File: src/rtl/pwm_pkg.sv
// Shared types and constants for the PWM level meter and its input synchronizer.
package pwm_pkg;

  typedef enum logic {
    ACQ = 1'b0,
    RUN = 1'b1
  } meter_state_e;

  localparam int unsigned DEF_LEVEL_BITS = 8;

  // Window counter width: one PWM period times the number of averaged periods.
  function automatic int unsigned win_bits(input int unsigned level_bits,
                                           input int unsigned avg_log2);
    return level_bits + avg_log2;
  endfunction

endpackage

File: src/rtl/pwm_in_sync.sv
// Two-flop synchronizer for an asynchronous PWM input, cleared by synchronous reset.
module pwm_in_sync
  import pwm_pkg::*;
(
  input  logic clk,
  input  logic reset,
  input  logic d_i,
  output logic q_o
);

  logic meta_q;
  logic sync_q;

  always_ff @(posedge clk) begin
    if (reset) begin
      meta_q <= 1'b0;
      sync_q <= 1'b0;
    end else begin
      meta_q <= d_i;
      sync_q <= meta_q;
    end
  end

  assign q_o = sync_q;

endmodule

File: src/rtl/pwm_level_meter.sv
// Recovers the duty level of a free-running PWM waveform once per window and flags
// upward jumps and loss of modulation. Define PWM_METER_SYNC_EN to add a 2-flop input synchronizer.
module pwm_level_meter
  import pwm_pkg::*;
#(
  parameter int unsigned LEVEL_BITS = DEF_LEVEL_BITS,
  parameter int unsigned AVG_LOG2   = 0,
  parameter int unsigned JUMP_MIN   = 16
) (
  input  logic                  clk,
  input  logic                  reset,
  input  logic                  pwm_in,
  output logic [LEVEL_BITS-1:0] level,
  output logic                  level_valid,
  output logic                  sat,
  output logic                  trig,
  output logic                  active
);

  localparam int unsigned W = win_bits(LEVEL_BITS, AVG_LOG2);
  localparam logic [W:0] FULL_SCALE = (W+1)'(1) << LEVEL_BITS;
  localparam logic [LEVEL_BITS:0] JUMP_THR = (LEVEL_BITS+1)'(JUMP_MIN);

  logic sample;

`ifdef PWM_METER_SYNC_EN
  pwm_in_sync u_sync (
    .clk   (clk),
    .reset (reset),
    .d_i   (pwm_in),
    .q_o   (sample)
  );
`else
  assign sample = pwm_in;
`endif

  // A full-high window counts 2**LEVEL_BITS, one past the largest representable level.
  function automatic logic [LEVEL_BITS-1:0] clip_level(input logic [W:0] q);
    if (q >= FULL_SCALE) begin
      return '1;
    end
    return q[LEVEL_BITS-1:0];
  endfunction

  function automatic logic is_full(input logic [W:0] q);
    return (q >= FULL_SCALE);
  endfunction

  meter_state_e          state_q;
  logic [W-1:0]          wcnt_q, wcnt_d;
  logic [W:0]            hcnt_q, hcnt_d;
  logic                  edge_q, edge_d;
  logic                  prev_q;
  logic [LEVEL_BITS-1:0] level_q, level_d;
  logic                  sat_q, sat_d;
  logic                  active_q, active_d;
  logic                  valid_q;
  logic                  trig_q;

  logic                  win_end;
  logic                  edge_now;
  logic [W:0]            hsum;
  logic [W:0]            q_avg;
  logic                  jump;

  always_comb begin
    win_end  = &wcnt_q;
    edge_now = sample ^ prev_q;
    hsum     = hcnt_q + (W+1)'(sample);
    q_avg    = hsum >> AVG_LOG2;

    wcnt_d   = wcnt_q + W'(1);
    hcnt_d   = hsum;
    edge_d   = edge_q | edge_now;
    level_d  = level_q;
    sat_d    = sat_q;
    active_d = active_q;
    jump     = 1'b0;

    // Last sample of the window folds straight into the result; counters restart with no gap.
    if (win_end) begin
      hcnt_d   = '0;
      edge_d   = 1'b0;
      level_d  = clip_level(q_avg);
      sat_d    = is_full(q_avg);
      active_d = edge_q | edge_now;
      jump     = (state_q == RUN) &&
                 ({1'b0, level_d} > ({1'b0, level_q} + JUMP_THR));
    end
  end

  always_ff @(posedge clk) begin
    if (reset) begin
      state_q  <= ACQ;
      wcnt_q   <= '0;
      hcnt_q   <= '0;
      edge_q   <= 1'b0;
      prev_q   <= 1'b0;
      level_q  <= '0;
      sat_q    <= 1'b0;
      active_q <= 1'b0;
      valid_q  <= 1'b0;
      trig_q   <= 1'b0;
    end else begin
      wcnt_q   <= wcnt_d;
      hcnt_q   <= hcnt_d;
      edge_q   <= edge_d;
      prev_q   <= sample;
      level_q  <= level_d;
      sat_q    <= sat_d;
      active_q <= active_d;
      valid_q  <= win_end;
      trig_q   <= jump;
      case (state_q)
        ACQ:     if (win_end) state_q <= RUN;
        RUN:     state_q <= RUN;
        default: state_q <= ACQ;
      endcase
    end
  end

  assign level       = level_q;
  assign level_valid = valid_q;
  assign sat         = sat_q;
  assign trig        = trig_q;
  assign active      = active_q;

endmodule

File: config.mk
export PLATFORM = sky130hd
export DESIGN_NAME = pwm_level_meter
export DESIGN_NICKNAME = d
export VERILOG_FILES = /design/src/rtl/pwm_pkg.sv /design/src/rtl/pwm_in_sync.sv /design/src/rtl/pwm_level_meter.sv
export SDC_FILE = /design/constraint.sdc
export NUM_CORES = 1
export LEC_CHECK = 0
export CAP_MARGIN = 20
export CORE_MARGIN = 2
export CORE_UTILIZATION = 55
export DETAILED_ROUTE_END_ITERATION = 8
export DONT_BUFFER_PORTS = 1
export GPL_TIMING_DRIVEN = 0
export PLACE_DENSITY = 0.73
export SETUP_SLACK_MARGIN = 0.1
export SLEW_MARGIN = 25
export SYNTH_ARGS = -nofsm -noshare
export SYNTH_HDL_FRONTEND = slang
export SYNTH_SLANG_ARGS = --single-unit
File: constraint.sdc
create_clock -name clk -period 2.8 [get_ports clk]
set_clock_uncertainty 0.15 [all_clocks]
set_input_delay 0.7 -clock clk [delete_from_list [all_inputs] [get_ports clk]]
set_output_delay 0.7 -clock clk [all_outputs]
set_load 0.02 [all_outputs]
**Word-level counts from Yosys, hierarchy flattened**

Cells that the tools add are included.

- Register bits: 32
- Output and inout bits: 12

- Add/subtract/negate cells: 3
- Bitwise logic cells: 4
- Mux-type cells: 7
- Order comparisons: 2
- Reduce and logical (&&, ||, !) cells: 4

Operators by type and width:

| kind | count |
|---|---|
| $mux W8 | 3 |
| $add A8 B5 Y9 const B | 1 |
| $add A9 B1 Y9 | 1 |
| $ge A9 B9 Y1 const B | 1 |
| $gt A8 B9 Y1 | 1 |
| $add A8 B1 Y8 const B | 1 |
| $reduce_and A8 Y1 | 1 |
| $reduce_or A2 Y1 | 2 |
| $mux W1 | 3 |
| $not A1 Y1 | 2 |
| $pmux W1 S2 | 1 |
| $logic_and A1 B1 Y1 | 1 |
| $or A1 B1 Y1 | 1 |
| $xor A1 B1 Y1 | 1 |

**Depth between registers and ports, before layout**

Gate-level depths: netlist of the first run.

- Depth in word-level cells: 8
- Depth in mapped cells: 12
- Depth with buffers taken out: 11

**Least setup slack after synthesis of the first run**

No wires, ideal clock.

- Kind: input-to-reg
- Start: in pwm_in
- End: reg trig_q, in the netlist trig
- Arrival time: 2.710 ns
- Setup slack: -0.182 ns
- Required time: 2.528 ns
- Cell stages on the path: 12
- Cells stage by stage: ha_1 ha_1 nand3_1 nor2_1 xnor2_1 buf_6 nand2_1 ha_1 and4_1 nor2b_1 o31ai_1 a21oi_1

- Longest elaborated chain between the ends: 8

RTL lines:

| element | RTL line | source |
|---|---|---|
| from (decl) | pwm_level_meter.sv:12 | `input logic pwm_in,` |
| $add A9 B1 Y9 * | pwm_level_meter.sv:69 | `hsum = hcnt_q + (W+1)'(sample);` |
| $ge A9 B9 Y1 | pwm_level_meter.sv:39 | `if (q >= FULL_SCALE) begin` |
| $mux W1 | pwm_level_meter.sv:39 |  |
| $mux W1 | pwm_level_meter.sv:81 | `if (win_end) begin` |
| $mux W8 * | pwm_level_meter.sv:42 | `return q[LEVEL_BITS-1:0];` |
| $mux W8 * | pwm_level_meter.sv:81 |  |
| $gt A8 B9 Y1 * | pwm_level_meter.sv:88 | `({1'b0, level_d} > ({1'b0, level_q} + JUMP_THR));` |
| $logic_and A1 B1 Y1 * | pwm_level_meter.sv:87 | `jump = (state_q == RUN) &&` |
| to (signal assigned) | pwm_level_meter.sv:113 | `trig_q <= jump;` |
| to (decl) | pwm_level_meter.sv:58 | `logic trig_q;` |

Every way passes the cells marked *; elsewhere a longest branch is shown, timed or not. The select of a mux whose other input is x is not followed.
A chain may end at the register's enable or synchronous reset.

**Worst setup path after layout of the first run**

- Start: reg hcnt_q[0]
- End: reg trig_q, in the netlist trig

- Longest elaborated chain between the ends: 8

RTL lines:

| element | RTL line | source |
|---|---|---|
| from (decl) | pwm_level_meter.sv:51 | `logic [W:0] hcnt_q, hcnt_d;` |
| from (signal assigned) | pwm_level_meter.sv:106 | `hcnt_q <= hcnt_d;` |
| $add A9 B1 Y9 * | pwm_level_meter.sv:69 |  |
| $ge A9 B9 Y1 | pwm_level_meter.sv:39 |  |
| $mux W1 | pwm_level_meter.sv:39 |  |
| $mux W1 | pwm_level_meter.sv:81 |  |
| $mux W8 * | pwm_level_meter.sv:42 |  |
| $mux W8 * | pwm_level_meter.sv:81 |  |
| $gt A8 B9 Y1 * | pwm_level_meter.sv:88 |  |
| $logic_and A1 B1 Y1 * | pwm_level_meter.sv:87 |  |

Marked as above.

==> impl_metrics.ini, run 1 <==
[floorplanning]
die_y_um = 57.7
start_util_pct = 57.5
fp.coreArea_um2 = 2760
dieWidth_um = 57.7
rows = 19
io_pins = 15
die-area_um2 = 3330

[final_layout]
diodes = 0
fin_util_pct = 66.3
area_growth_pct = 15.3
ff_latch_area_um2 = 641
stdcell_area_um2 = 1830
layout-drive-gt1-share_pct = 19.0
multi_input_area_um2 = 931
nets = 193
nFillCells = 225

[job]
maxCapViolCount = 0

[timing]
rsz0062_at_grt = no
setup_viol = 0
hold_viol_final = 0
fin_crit_sh_pct = 91.0
fin_ws_ns = 0.253
slew_headroom_pct = 71.2
max_freq_mhz = 393
maxSlewViolCount = 0
min_period_ns = 2.55
worstMarginPinSlew_ns = 0.432

[drt]
vias = 1197
wirelength_um = 3240
drt_first_pass_iters = 4
wl_per_cell_um = 15.4
drc = 0
routed_via_density = 5.70
ant_nets = 0
dr.first_iter.drc_count = 48

[setup_path]
ff2ff_path_depth = 12
cp-start-kind = flop
critPathRequiredTime_ns = 2.88
critPathMaxFanout = 6
arrival_ns = 2.63
worstSetupPathType = reg2reg
end_kind = flop

[pwr]
p_per_area_nw_per_um2 = 472
leakage_nw = 0.701
ir_drop_uv = 478
power.total_mw = 0.864

[global_routing]
grt_usage_pct = 22.5
grt_pass1_wl_um = 5620
gr-total-overflow = 0
antenna_found_initial = 0
grt_pass1_vias = 1179
grt_max_degree = 11

[place]
dp_hpwl_um = 2350
placed_cell_area_um2 = 1700
place_ws_ns = -0.215
place_congestion = 0.858
io_buffers = 0

[clock_network]
cts_hold_buf = 0
htree_num_levels = 2
clk_latency_ns = 0.34
cts_sinks = 32
cts-root-buf = clkbuf_4
cts_tree = built
cts-buffers-inserted = 5
cts_buffer_depth = 2
clk_pin_slew_ns = 0.11

[synth]
yosys_warnings = 0
syn_area_um2 = 1590
syn_inst = 169
synth-seq-cells = 32
synth_nets = 184
ys_types = 37
syn_area_per_cell_um2 = 9.39
yosysSeqAreaShare_pct = 40.4

[min_path]
hold_depth = 1
hp-class = in2reg

[outcome]
status = finished, final reports clean
[synth_stat cells]
cell | n | area share, %
and2_2 | 1 | 0.47
nand2_1 | 8 | 1.9
nor2b_1 | 3 | 1.2
a211oi_2 | 1 | 0.79
clkbuf_1 | 1 | 0.24
nand4_2 | 1 | 0.79
o21ai_0 | 3 | 0.95
o31ai_1 | 2 | 0.95
xnor2_1 | 8 | 4.4
a311oi_1 | 4 | 2.2
nand3_1 | 11 | 3.5
nor2_1 | 33 | 7.8
ha_1 | 12 | 9.5
nand4_1 | 2 | 0.79
buf_2 | 1 | 0.32
and3_1 | 2 | 0.79
mux2i_1 | 1 | 0.63
clkbuf_2 | 1 | 0.32
inv_1 | 7 | 1.7
nor3_2 | 1 | 0.63
xor2_1 | 7 | 3.9
and4_1 | 2 | 1.1
clkbuf_8 | 4 | 3.5
and3_2 | 1 | 0.47
a21oi_1 | 5 | 1.6
o2111ai_1 | 1 | 0.55
or3_1 | 2 | 0.79
o32ai_1 | 1 | 0.55
dfxtp_1 | 32 | 40
a211oi_1 | 2 | 0.95
buf_6 | 1 | 0.71
a21o_1 | 2 | 0.95
and2_1 | 1 | 0.39
a311oi_4 | 2 | 3.3
nor3b_1 | 1 | 0.47
or2_2 | 1 | 0.39
nor3_1 | 1 | 0.32
[worst max-delay path, stage by stage (launching register included)]
cell	delay, ns
dfxtp_1	0.36
ha_4	0.17
ha_4	0.17
nand3_2	0.10
nor2_4	0.18
xnor2_4	0.19
buf_8	0.16
nand2_2	0.07
ha_4	0.25
and4_1	0.20
nor2b_1	0.14
o31ai_2	0.20
a21oi_1	0.10
[cell families after synthesis]
kind of cell / after synthesis / share of synthesized area [%]
AO/OA/AOI/OAI: 23 / 12.8
XOR/XNOR: 15 / 8.28
adder cells (fa/ha/maj): 12 / 9.46
buffers and inverters: 15 / 6.70
flip-flops: 32 / 40.4
multiplexers: 1 / 0.631
AND/OR/NAND/NOR: 71 / 21.8
[cell type report]
type / count / area share [%]
clock buffer: 6 / 2.26
sequential: 32 / 35.0
inverter: 7 / 1.44
clock inverter: 2 / 1.92
buffer: 8 / 4.58
tap: 31 / 2.12
timing repair buffer: 2 / 1.78
multi-input combinational: 122 / 50.9
[cells in the final DEF, fill, tap and decap left out, types with 3 or more instances in the layout]
cell / Yosys / layout
xnor2_1: 8 / 7
nand3_1: 11 / 10
ha_1: 12 / 8
a311oi_1: 4 / 4
dfxtp_1: 32 / 32
nand2_1: 8 / 6
xor2_1: 7 / 7
o21ai_0: 3 / 3
inv_1: 7 / 7
nor2b_1: 3 / 3
a21oi_1: 5 / 5
nor2_1: 33 / 32
ha_4: 0 / 4
clkbuf_8: 4 / 4
clkbuf_4: 0 / 5
[sequential cells by signal, summed over array words and instances, names as in the netlist]
signal and flops:
level_valid 1, state_q 1, wcnt_q 8, level 8
sat 1, trig 1, hcnt_q 9, active 1
prev_q 1, edge_q 1
[metrics by stage]
| step | instances | setup TNS [ns] | hold WS, ns |
|---|---|---|---|
| final | 210 | 0 | 0.299 |
| after global routing | 210 | 0 | 0.277 |
| after CTS | 208 | 0 | 0.287 |
| after detailed placement | 200 | -0.215 | 0.297 |
| after global placement | 200 | -0.192 | 0.281 |
| after floorplan | 169 | 0 | 0.268 |
[layer usage]
| layer | GRT usage, % | vias to the layer above | wire (um) |
|---|---|---|---|
| met1 | 28.3 | 573 | 1490 |
| met3 | 7.81 | 5 | 128 |
| li1 | - | 602 | - |
| met5 | 0 | - | 0 |
| met2 | 36.2 | 17 | 1580 |
| met4 | 6.98 | 0 | 40 |
[report_power, final]
group | internal [mW] | switching [mW] | total (mW)
registers | 0.464 | 0.00616 | 0.470
logic | 0.0203 | 0.0248 | 0.0451
clock network | 0.187 | 0.161 | 0.349
total | 0.671 | 0.192 | 0.864
[worst paths after layout]
check,startpoint,to,slack (ns)
worst max-delay path,hcnt_q[0]$_SDFF_PP0_,trig$_SDFF_PP0_,0.25
worst min-delay path,reset,level_valid$_SDFF_PP0_,0.30
worst max register to register,hcnt_q[0]$_SDFF_PP0_,trig$_SDFF_PP0_,0.25
worst min register to register,wcnt_q[0]$_SDFF_PP0_,wcnt_q[0]$_SDFF_PP0_,0.31
[timing repair]
action	4_1_cts	5_1_grt
resized for setup	0	4
endpoints found under the hold margin	0	0
setup endpoints to repair	0	1
setup buffers	0	1
Note: power is estimated with default switching activity, not from simulation.
==> run 2: changes to the inputs <==
--- a/config.mk
+++ b/config.mk
@@ -7,11 +7,10 @@
 export LEC_CHECK = 0
 export CAP_MARGIN = 20
 export CORE_MARGIN = 2
-export CORE_UTILIZATION = 55
+export CORE_UTILIZATION = 40
 export DETAILED_ROUTE_END_ITERATION = 8
 export DONT_BUFFER_PORTS = 1
 export GPL_TIMING_DRIVEN = 0
-export PLACE_DENSITY = 0.73
 export SETUP_SLACK_MARGIN = 0.1
 export SLEW_MARGIN = 25
 export SYNTH_ARGS = -nofsm -noshare
==> constraint.sdc (replaced) <==
create_clock -name clk -period 3.3 [get_ports clk]
set_clock_uncertainty 0.15 [all_clocks]
set_input_delay 0.825 -clock clk [delete_from_list [all_inputs] [get_ports clk]]
set_output_delay 0.825 -clock clk [all_outputs]
set_load 0.02 [all_outputs]
==> run 2 against run 1 <==
Count of clock-buffer cells in the layout grew 2. Register-to-register slack improved by 0.26 ns. Sequential cell count stayed put. Via count is 0.67% higher. Non-clock buffer count fell by 2. Routed wire length down 1.4%. Sequential share of layout area up 1.7 points. Final area down 4.7%. Clock power is 12% lower. Power decreased by 14%. Cell count grew 7.1%.
==> impl_metrics.ini, run 2 (same netlist as run 1, synthesis figures left out) <==
[clock_network]
cts_tree = built
clk_pin_slew_ns = 0.06
cts_buffer_depth = 2
cts_hold_buf = 0
clk_latency_ns = 0.28
cts-buffers-inserted = 5
htree_num_levels = 2
cts_sinks = 32
cts-root-buf = clkbuf_8

[pwr]
p_seq_share_pct = 53.8
p_int_mw = 0.578
swShare_pct = 21.8
leakage_nw = 0.683
comb_power_share_pct = 4.7
p_switching_mw = 0.161
power.total_mw = 0.739
power_frac_clock_pct = 41.4
ir_drop_uv = 213
p_per_area_nw_per_um2 = 424

[place]
place_congestion = 0.755
dp.cells = 217
dp_hpwl_um = 2360
place_ws_ns = -0.176
io_buffers = 0

[setup_path]
setup.worst_path.end = trig$_SDFF_PP0_
end_kind = flop
startpoint = pwm_in
path_cells = ha_1 -> ha_1 -> nand3_1 -> nor2_1 -> xnor2_2 -> buf_6 -> nand2_1 -> ha_1 -> and4_1 -> nor2b_1 -> o31ai_1 -> a21oi_1
cpMostUsedCell = ha_1
ff2ff_path_depth = 12
max_stage_delay_ns = 0.29
cp-start-kind = input port
r2r-start = hcnt_q[0]$_SDFF_PP0_
r2r_slack_ns = 0.51
critPathRequiredTime_ns = 3.31
r2r_end = trig$_SDFF_PP0_
critPathMaxFanout = 10
arrival_ns = 3.03
worstSetupPathType = in2reg
cp_slowest_cell = xnor2_2

[min_path]
hp-class = reg2reg

[global_routing]
grt_pass1_wl_um = 5380
grtUsageMet3_pct = 6.93
grt_pass1_vias = 1200
grt_busiest_layer = met2
gr-total-overflow = 0
grt_max_degree = 11
use_met2_pct = 27.6
antenna_found_initial = 0
use_met1_pct = 17.7
grt_usage_pct = 16.6

[floorplanning]
start_util_pct = 42.4
fp.coreArea_um2 = 3740
io_pins = 15
dieWidth_um = 67.0
rows = 22
die-area_um2 = 4490
die_y_um = 67.0

[final_layout]
layout_common_cells = nor2_1, dfxtp_1, ha_1, nand3_1, clkbuf_8
nFillCells = 374
multi_input_area_um2 = 847
diodes = 0
top_register = hcnt_q
area_growth_pct = 9.94
stdcell_count = 225
ff_latch_area_um2 = 641
largest_register_ffs = 9
final_common_cell = nor2_1
layout-drive-gt1-share_pct = 12.4
nets = 191

[timing]
min_period_ns = 3.02
fin_ws_ns = 0.277
setup_tns_ns = 0
setup_viol = 0
rsz0062_at_grt = no
maxSlewViolCount = 0
fin_crit_sh_pct = 91.6
worstMarginPinSlew_ns = 0.488
hold_viol_final = 0
max_freq_mhz = 331
hold_ws_ns = 0.303
slew_headroom_pct = 67.5

[drt]
wirelength_um = 3200
wl_per_cell_um = 14.2
dr.first_iter.drc_count = 44
drt_first_pass_iters = 4
routed_via_density = 5.36
ant_nets = 0
vias = 1205
drc = 0

[outcome]
status = finished, final reports clean

[job]
maxCapViolCount = 0
==> run 2: cell count changes in the layout (fill, tap and decap cells not counted), sizes merged <==
cell,previous run,this run
clkinv,1,0
bufinv,1,0
buf,3,2
clkbuf,13,14
==> run 2: worst min-delay path by stage <==
| stage | start | end | slack (ns) | cells past startpoint |
|---|---|---|---|---|
| after detailed placement | wcnt_q[0]$_SDFF_PP0_ | wcnt_q[0]$_SDFF_PP0_ | 0.30 | 1 |
| after global placement | wcnt_q[0]$_SDFF_PP0_ | wcnt_q[0]$_SDFF_PP0_ | 0.28 | 1 |
| final | wcnt_q[0]$_SDFF_PP0_ | wcnt_q[0]$_SDFF_PP0_ | 0.30 | 1 |
| after floorplan | wcnt_q[0]$_SDFF_PP0_ | wcnt_q[0]$_SDFF_PP0_ | 0.27 | 1 |
| after global routing | state_q$_SDFF_PP0_ | trig$_SDFF_PP0_ | 0.32 | 2 |
| after CTS | wcnt_q[0]$_SDFF_PP0_ | wcnt_q[0]$_SDFF_PP0_ | 0.31 | 1 |
==> run 2: worst max-delay path, delay by kind of cell <==
kind            cells  cell delay, ns
xor+xnor            1            0.29
compound gates      2            0.36
buf+inv             1            0.21
fa+ha+maj           3            0.77
simple gates        5            0.58
==> run 2: metal layers <==
layer	up-vias	part of all wire [%]
met3	5	7.2
met5	-	0
met4	0	1.6
met1	567	43
li1	600	-
met2	33	48
==> run 2: cell type report <==
class / instances / area share, %
clock buffers: 8 / 5.17
plain buffers: 8 / 4.59
flip-flops and latches: 32 / 36.7
multi-input cells: 122 / 48.6
well taps: 48 / 3.44
inverters: 7 / 1.51
==> run 2: repair_timing <==
| action | CTS | global route |
|---|---|---|
| setup buffers | 0 | 0 |
| resized for setup | 0 | 1 |
| setup endpoints to repair | 0 | 1 |
==> run 2: power by group through the flow <==
stage                     Clock, mW  Sequential, mW  Combinational (mW)
final                         0.306           0.398              0.0350
after detailed placement          0           0.407              0.0350
after global routing          0.334           0.399              0.0405
after floorplan                   0           0.406              0.0276
after CTS                     0.317           0.398              0.0355
after global placement            0           0.406              0.0340
==> run 2: stage by stage <==
| step | area [um2] | utilization [%] |
|---|---|---|
| final | 1740 | 46.6 |
| after global routing | 1740 | 46.6 |
| after floorplan | 1590 | - |
| after global placement | 1650 | 44.0 |
| after CTS | 1740 | 46.4 |
| after detailed placement | 1650 | 44.0 |
==> run 3: changes to the inputs <==
--- a/config.mk
+++ b/config.mk
@@ -11,6 +11,7 @@
 export DETAILED_ROUTE_END_ITERATION = 8
 export DONT_BUFFER_PORTS = 1
 export GPL_TIMING_DRIVEN = 0
+export REMOVE_ABC_BUFFERS = 1
 export SETUP_SLACK_MARGIN = 0.1
 export SLEW_MARGIN = 25
 export SYNTH_ARGS = -nofsm -noshare
==> run 3 against run 2 <==
Sequential cell count unchanged. Clock power about the same. Sequential share of layout area increased by 1.1 points. Utilization decreased by 1.4 points. Critical path type unchanged. Critical endpoint unchanged. Largest cell class unchanged. Largest power group unchanged.
==> impl_metrics.ini, run 3 (same netlist as run 1, synthesis figures left out) <==
[drt]
drc = 0
routed_via_density = 5.28
ant_nets = 0
wirelength_um = 2930
vias = 1152
dr.first_iter.drc_count = 45
drt_first_pass_iters = 4
wl_per_cell_um = 13.4

[global_routing]
grt_pass1_wl_um = 5000
grt_pass1_vias = 1152
gr-total-overflow = 0
antenna_found_initial = 0
grt_usage_pct = 15.7
grt_max_degree = 23

[setup_path]
end_kind = flop
arrival_ns = 3.02
cp-start-kind = input port
cp_num_buf_inv = 0
max_stage_delay_ns = 0.43
path_cells = ha_1 -> ha_1 -> nand3_1 -> nor2_2 -> xnor2_4 -> nand2_1 -> ha_1 -> and4_1 -> nor2b_1 -> o31ai_1 -> a21oi_1
critPathMaxFanout = 14
cpMostUsedCell = ha_1
cp_slowest_cell = xnor2_4
cp_top_family = adder cells
critPathRequiredTime_ns = 3.32
worstSetupPathType = in2reg

[place]
dp.cells = 210
place_congestion = 0.835
place_ws_ns = -0.226
placed_cell_area_um2 = 1590
dp_hpwl_um = 2120
io_buffers = 0

[timing]
fin_crit_sh_pct = 91.0
hold_viol_final = 0
max_freq_mhz = 333
setup_viol = 0
maxSlewViolCount = 0
min_period_ns = 3.00
fin_ws_ns = 0.297
rsz0062_at_grt = no
worstMarginPinSlew_ns = 0.530
slew_headroom_pct = 64.6

[outcome]
status = finished, final reports clean

[final_layout]
largest_register_ffs = 9
nFillCells = 401
fin_util_pct = 45.2
top_register = hcnt_q
stdcell_count = 218
diodes = 0
area_growth_pct = 6.62
layout-drive-gt1-share_pct = 10.6
layout_common_cells = dfxtp_1, nor2_1, ha_1, nand3_1, nand2_1
final_common_cell = dfxtp_1
nets = 184
stdcell_area_um2 = 1690

[floorplanning]
dieWidth_um = 67.0
die-area_um2 = 4490
die_y_um = 67.0
rows = 22
start_util_pct = 42.4
fp.coreArea_um2 = 3740
io_pins = 15

[pwr]
ir_drop_uv = 231
power.total_mw = 0.732
leakage_nw = 0.647
p_per_area_nw_per_um2 = 433

[clock_network]
clk_pin_slew_ns = 0.07
cts_tree = built
clk_latency_ns = 0.28
cts_buffer_depth = 2
cts-root-buf = clkbuf_8
htree_num_levels = 2
cts_sinks = 32
cts-buffers-inserted = 5
cts_hold_buf = 0

[min_path]
hp-class = reg2reg

[job]
maxCapViolCount = 0
==> run 3: area by class of cell <==
| cell class | count | area, um2 | share of cell area [%] |
|---|---|---|---|
| Multi-Input combinational cell | 122 | 863 | 51.0 |
| Tap cell | 48 | 60.1 | 3.55 |
| Sequential cell | 32 | 641 | 37.9 |
| Inverter | 7 | 26.3 | 1.55 |
| Timing Repair Buffer | 1 | 11.3 | 0.666 |
| Clock buffer | 8 | 90.1 | 5.33 |
==> run 3: power by group <==
group | leakage (nW) | internal, mW | total, mW | switching (mW)
clock | 0.0455 | 0.170 | 0.306 | 0.136
combinational | 0.342 | 0.0126 | 0.0277 | 0.0151
sequential | 0.259 | 0.394 | 0.399 | 0.00500
==> run 3: final timing paths <==
kind / startpoint / cells after the start / slack (ns) / end
setup / recovery: pwm_in / 11 / 0.30 / trig$_SDFF_PP0_
hold / removal: wcnt_q[0]$_SDFF_PP0_ / 1 / 0.29 / wcnt_q[0]$_SDFF_PP0_
setup reg to reg: hcnt_q[0]$_SDFF_PP0_ / 11 / 0.54 / trig$_SDFF_PP0_
hold reg to reg: wcnt_q[0]$_SDFF_PP0_ / 1 / 0.29 / wcnt_q[0]$_SDFF_PP0_
==> run 3: what timing repair did <==
item | in CTS | in global routing
gates resized for setup | 1 | 1
hold endpoints to repair | 0 | 0
setup endpoints to repair | 1 | 1
setup buffers | 0 | 0
==> run 3: routing by layer <==
layer	vias to the layer above	global-route usage, %	share of wire, %	wire length [um]
met2	27	22.8	45	1320
met1	532	18.6	47	1380
met3	6	6.42	5.8	169
met4	0	10.7	1.9	55
met5	-	0	0	0
li1	587	-	-	-
==> run 3: through the flow <==
step | setup TNS (ns) | hold WS, ns
after floorplan | -0.184 | 0.266
after global placement | -0.663 | 0.276
after detailed placement | -0.226 | 0.285
after CTS | 0 | 0.294
after global routing | 0 | 0.310
final | 0 | 0.291
==> run 3: worst reg2reg max path: stages, from the launching register on <==
cell     delay, ns
dfxtp_1       0.30
ha_1          0.20
ha_1          0.27
nand3_1       0.13
nor2_2        0.06
xnor2_4       0.43
nand2_1       0.11
ha_1          0.31
and4_1        0.22
nor2b_1       0.13
o31ai_1       0.24
a21oi_1       0.10
